File: src/rtl/latch_ctrl_pkg.sv
// Shared types and default timing constants for the latch write controller.
package latch_ctrl_pkg;

    typedef enum logic [2:0] {
        INIT  = 3'd0,
        IDLE  = 3'd1,
        SETUP = 3'd2,
        OPEN  = 3'd3,
        HOLD  = 3'd4,
        CHECK = 3'd5
    } state_t;

    localparam int DEF_SETUP_CYC = 2;
    localparam int DEF_OPEN_CYC  = 4;
    localparam int DEF_HOLD_CYC  = 2;
    localparam int DEF_INIT_CYC  = 4;
    localparam int DEF_CNT_W     = 8;
    localparam int CHECK_CYC     = 2;

endpackage

File: src/rtl/latch_ctrl_sync2.sv
// Two-flop synchronizer for the latch readback; resets to 0.
module latch_ctrl_sync2 (
    input  logic clk,
    input  logic rst,
    input  logic d,
    output logic q
);

    logic meta;

    always_ff @(posedge clk or posedge rst) begin
        if (rst) begin
            meta <= 1'b0;
            q    <= 1'b0;
        end else begin
            meta <= d;
            q    <= meta;
        end
    end

endmodule

File: src/rtl/latch_ctrl.sv
// Write sequencer for the level-sensitive latch: init clear, setup/open/hold window, done pulse.
// Optional readback verification is enabled with the LATCH_CTRL_VERIFY_EN macro.
module latch_ctrl
    import latch_ctrl_pkg::*;
#(
    parameter int SETUP_CYC = DEF_SETUP_CYC,
    parameter int OPEN_CYC  = DEF_OPEN_CYC,
    parameter int HOLD_CYC  = DEF_HOLD_CYC,
    parameter int INIT_CYC  = DEF_INIT_CYC,
    parameter int CNT_W     = DEF_CNT_W
) (
    input  logic clk,
    input  logic rst,
    input  logic req,
    input  logic wr_data,
    output logic busy,
    output logic done,
    output logic latch_rst_n,
    output logic latch_enable,
    output logic latch_d,
    input  logic latch_q,
    output logic err
);

    localparam logic [CNT_W-1:0] INIT_LD  = CNT_W'(INIT_CYC - 1);
    localparam logic [CNT_W-1:0] SETUP_LD = CNT_W'((SETUP_CYC > 0) ? SETUP_CYC - 1 : 0);
    localparam logic [CNT_W-1:0] OPEN_LD  = CNT_W'(OPEN_CYC - 1);
    localparam logic [CNT_W-1:0] HOLD_LD  = CNT_W'((HOLD_CYC > 0) ? HOLD_CYC - 1 : 0);
    localparam logic [CNT_W-1:0] CHECK_LD = CNT_W'(CHECK_CYC - 1);

`ifdef LATCH_CTRL_VERIFY_EN
    localparam state_t AFTER_HOLD = CHECK;
`else
    localparam state_t AFTER_HOLD = IDLE;
`endif
    // Zero-length phases are skipped entirely rather than visited for one cycle.
    localparam state_t AFTER_IDLE = (SETUP_CYC > 0) ? SETUP : OPEN;
    localparam state_t AFTER_OPEN = (HOLD_CYC > 0) ? HOLD : AFTER_HOLD;

    state_t           state;
    state_t           state_next;
    logic [CNT_W-1:0] cnt;
    logic [CNT_W-1:0] cnt_next;
    logic             accept;
    logic             finish;
    logic             chk_last;

    function automatic logic [CNT_W-1:0] load_for(input state_t s);
        case (s)
            INIT:    return INIT_LD;
            SETUP:   return SETUP_LD;
            OPEN:    return OPEN_LD;
            HOLD:    return HOLD_LD;
            CHECK:   return CHECK_LD;
            default: return '0;
        endcase
    endfunction

    always_comb begin
        state_next = state;
        accept     = 1'b0;
        chk_last   = 1'b0;
        case (state)
            INIT:  if (cnt == '0) state_next = IDLE;
            IDLE: begin
                if (req) begin
                    accept     = 1'b1;
                    state_next = AFTER_IDLE;
                end
            end
            SETUP: if (cnt == '0) state_next = OPEN;
            OPEN:  if (cnt == '0) state_next = AFTER_OPEN;
            HOLD:  if (cnt == '0) state_next = AFTER_HOLD;
            CHECK: begin
                if (cnt == '0) begin
                    chk_last   = 1'b1;
                    state_next = IDLE;
                end
            end
            default: state_next = INIT;
        endcase

        if (state_next != state)
            cnt_next = load_for(state_next);
        else if (cnt != '0)
            cnt_next = cnt - CNT_W'(1);
        else
            cnt_next = cnt;

        // The init-to-idle transition is not a completed write.
        finish = (state_next == IDLE) && (state != IDLE) && (state != INIT);
    end

    // Outputs are registered from the next state so they change cleanly on the edge.
    always_ff @(posedge clk or posedge rst) begin
        if (rst) begin
            state        <= INIT;
            cnt          <= INIT_LD;
            latch_rst_n  <= 1'b0;
            latch_enable <= 1'b0;
            latch_d      <= 1'b0;
            busy         <= 1'b1;
            done         <= 1'b0;
        end else begin
            state        <= state_next;
            cnt          <= cnt_next;
            latch_rst_n  <= (state_next != INIT);
            latch_enable <= (state_next == OPEN);
            busy         <= (state_next != IDLE);
            done         <= finish;
            if (accept)
                latch_d <= wr_data;
        end
    end

`ifdef LATCH_CTRL_VERIFY_EN
    logic q_sync;

    latch_ctrl_sync2 u_sync (
        .clk (clk),
        .rst (rst),
        .d   (latch_q),
        .q   (q_sync)
    );

    always_ff @(posedge clk or posedge rst) begin
        if (rst)
            err <= 1'b0;
        else if (accept)
            err <= 1'b0;
        else if (chk_last && (q_sync != latch_d))
            err <= 1'b1;
    end
`else
    logic [1:0] unused_sig;
    assign unused_sig = {latch_q, chk_last};
    assign err        = 1'b0;
`endif

endmodule

File: config.mk
export PLATFORM = sky130hd
export DESIGN_NAME = latch_ctrl
export DESIGN_NICKNAME = d
export VERILOG_FILES = /design/src/rtl/latch_ctrl_pkg.sv /design/src/rtl/latch_ctrl_sync2.sv /design/src/rtl/latch_ctrl.sv
export SDC_FILE = /design/constraint.sdc
export NUM_CORES = 1
export LEC_CHECK = 0
export ABC_AREA = 1
export BUFFER_PORTS_ARGS = -buffer_cell sky130_fd_sc_hd__buf_2
export CORE_ASPECT_RATIO = 2
export CORE_MARGIN = 3
export CORE_UTILIZATION = 35
export CTS_CLUSTER_DIAMETER = 120
export DETAILED_ROUTE_END_ITERATION = 12
export PLACE_DENSITY = 0.61
export SETUP_SLACK_MARGIN = 0.5
export SYNTH_ARGS = -nofsm -noshare
export SYNTH_HDL_FRONTEND = slang
export SYNTH_HIERARCHICAL = 1
export SYNTH_SLANG_ARGS = --single-unit
File: constraint.sdc
create_clock -name clk -period 2.7 [get_ports clk]
set_input_delay 0.135 -clock clk [delete_from_list [all_inputs] [get_ports clk]]
set_output_delay 0.135 -clock clk [all_outputs]
set_load 0.03 [all_outputs]
==> results.yml <==
setup_path:
  crit_chain: "inv_1 > ha_1 > nand2_1 > nor2_2 > nand2_2 > o21ai_1 > o21ai_2 > nand3_2 > nand2_1 > nand2_1"
  critPathMaxFanout: 8
  crit_path_end_kind: "flop"
  cp.buffers_inverters: 1
  cpPeakStageDelay_ns: 0.52
  worstSetupPathType: "flop to flop"
  cpMaxStageDelayCell: "dfstp_2"
  required_ns: 2.88
  path_depth: 10
  cp_common_cell: "nand2_1"
  setup.worst_path.start_class: "flop"
  arrival_ns: 1.90
  reg2regPathDepth: 10
  r2r_start: "cnt[0]$_DFFE_PP1P_"
  critical_path.top_delay_family: "simple AND/OR/NAND/NOR gates"
  worstReg2RegEnd: "cnt[1]$_DFFE_PP1P_"
  reg2reg_setup_slack_ns: 0.98
routing:
  drt_iter0_drc: 15
  post_drt_wl_per_cell_um: 11.37
  vias_per_cell: 4.623
  drtPass1Iterations: 2
  drt_wl_total_mm: 1.717
  drt_drc_violations_left: 0
  ant_nets: 0
  num_vias: 698
global_routing:
  grt_pass1_wl_mm: 3.132
  grt_max_degree: 17
  grt_overflow_total: 0
  antenna_found_initial: 0
  grt_pass1_vias: 774
  track_usage_pct: 12.11
finish:
  drive_gt1_share_pct: 30.65
  layout.nets: 131
  multi_input_area_sq_um: 429.2
  finish.utilization_pct: 43.32
  fill_cells: 242
  antenna_cells: 0
  stdcell_area_sq_mm: 0.001044
  area_growth_pct: 14.40
  seqCellArea_sq_um: 404.1
  finalNonFillerCells: 151
floorplan:
  pin_count: 11
  start_util_pct: 37.87
  rows: 25
  dieArea_sq_mm: 0.003292
  core_area_sq_mm: 0.002409
  die_h_um: 78.20
  die_w_um: 42.10
cts:
  ctsResizeCount: 0
  cts_tree: "built"
  cts_buffers: 3
  cts_sinks: 16
  ctsHtreeMaxLevel: 1
  clkLatencyLatePin_ns: 0.25
  root_buffer: "clkbuf_8"
  clk_pin_slew_worst_paths_ns: 0.07
  clk_path_buf_depth: 2
hold_path:
  hold_path.class: "primary input to flop"
  holdPathStages: 3
  hold_path.startpoint: "wr_data"
  holdPathEnd: "latch_d$_DFFE_PP0P_"
sta:
  setup_viol: 0
  hold_ws_ns: 0.08524
  setup_slack_ns: 0.9839
  slew_viol_final: 0
  final-hold-violation-count: 0
  tightestPinTransition_ns: 0.6275
  fin_worst_skew_ns: 0.005599
  grt_setup_unrepaired: "no"
  relSlewSlack_pct: 58.12
  fin_setup_tns_ns: 0
  fmax_mhz: 582.7
  post-route-period-util_pct: 63.56
  fin_crit_ns: 1.716
place:
  port_buffers: 8
  place_area_sq_um: 978.4
  place_ws_ns: 0.9925
  globalplace.congestion: 0.8113
  dp_hpwl_mm: 1.401
  dp.cells: 146
synth:
  synth_area_sq_um: 912.1
  ys_types: 25
  ys.flop_type: "dfrtp_1"
  yosysMostFrequentCell: "nand2_1"
  ys_seq_area_share_pct: 44.31
  avgSynthCellArea_sq_um: 8.144
  synth_top_area_share_pct: 35.67
  ys_top_cells_by_count: "nand2_1 (20), nor2_1 (16), inv_1 (14)"
  ys_seq_elements: 16
  synth-async-reset-ratio_pct: 100.0
  synthesis.nets: 118
  synthCells: 112
  synth_area_leaders: "dfrtp_1 (36%), dfstp_2 (8.6%), nand2_1 (8.2%)"
  yosys.area.top_type: "dfrtp_1"
  yosysWarnings: 6
  synth_edf_count: 0
power:
  total_power_mw: 1.385
  powerDensity_mw_per_mm2: 1327
  p_leak_nw: 0.5651
  peakVddDrop_mv: 0.5205
run_status:
  outcome: "finished, final reports clean"
job:
  max-cap-violations: 0
-- worst max path at each step --
stage / startpoint / endpoint / slack (ns)
finish: cnt[0]$_DFFE_PP1P_ / cnt[1]$_DFFE_PP1P_ / 0.98
global route: cnt[0]$_DFFE_PP1P_ / cnt[1]$_DFFE_PP1P_ / 0.82
CTS: cnt[0]$_DFFE_PP1P_ / cnt[4]$_DFFE_PP0P_ / 0.97
detailed placement: cnt[0]$_DFFE_PP1P_ / cnt[1]$_DFFE_PP1P_ / 0.99
global placement: cnt[0]$_DFFE_PP1P_ / cnt[1]$_DFFE_PP1P_ / 1.03
floorplan: cnt[0]$_DFFE_PP1P_ / cnt[5]$_DFFE_PP0P_ / 1.18
-- layout by cell type (no fill, tap or decap), drive strengths merged --
| cell type | count |
|---|---|
| dfrtp | 13 |
| dfstp | 3 |
| ha | 1 |
| dlygate4sd3 | 1 |
| o21ai | 3 |
| clkbuf | 4 |
| inv | 19 |
| a21oi | 2 |
| xor2 | 7 |
| conb | 1 |
| buf | 8 |
| nand2 | 29 |
| o211ai | 1 |
| nor3 | 1 |
| nand4 | 2 |
| nor2 | 21 |
| a21boi | 1 |
| nand3 | 7 |
-- flip-flops by register name (all words and copies together) (netlist names) --
register and count:
latch_d 1, latch_rst_n 1, cnt 8, state 3, busy 1, latch_enable 1, done 1
-- metal layers --
layer | GRT usage (%) | up-vias | wire (um)
met5 | 0 | - | 0
met4 | 4.673 | 0 | 38
met3 | 1.376 | 5 | 23
met2 | 25.16 | 7 | 1044
met1 | 11.14 | 326 | 611
li1 | - | 360 | -
-- report_power, final --
group / switching (mW) / total (mW) / internal, mW
Clock: 0.0825 / 0.212 / 0.129
Sequential: 0.0752 / 0.436 / 0.361
Combinational: 0.479 / 0.737 / 0.258
Total: 0.636 / 1.39 / 0.749
-- logic make-up (layout without fill, tap and decap cells) --
| kind of cell | Yosys count | after routing | synth area share, % |
|---|---|---|---|
| AND/OR/NAND/NOR | 60 | 60 | 33.33 |
| XOR/XNOR | 7 | 7 | 6.722 |
| flip-flops | 16 | 16 | 44.31 |
| other | 1 | 1 | 0.4111 |
| buffers and inverters | 20 | 32 | 8.642 |
| AO/OA/AOI/OAI | 7 | 7 | 5.212 |
| adder cells (fa/ha/maj) | 1 | 1 | 1.372 |
-- repair_timing --
item | 4_1_cts | 5_1_grt
buffers inserted | 0 | 0
hold buffers | 1 | 0
hold endpoints to repair | 13 | 0
-- cell type report --
| class | count | share of cell area [%] |
|---|---|---|
| inverters | 19 | 6.835 |
| clock buffers | 4 | 5.276 |
| well taps | 27 | 3.237 |
| flip-flops and latches | 16 | 38.73 |
| repair buffers | 9 | 4.796 |
| multi-input cells | 76 | 41.13 |
-- worst reg2reg max path, cell delays in order (launching register included) --
cell,delay [ns]
dfstp_2,0.52
inv_1,0.06
ha_1,0.25
nand2_1,0.09
nor2_2,0.05
nand2_2,0.13
o21ai_1,0.09
o21ai_2,0.10
nand3_2,0.19
nand2_1,0.12
nand2_1,0.05
No activity file was read; power rests on OpenSTA's default activity.
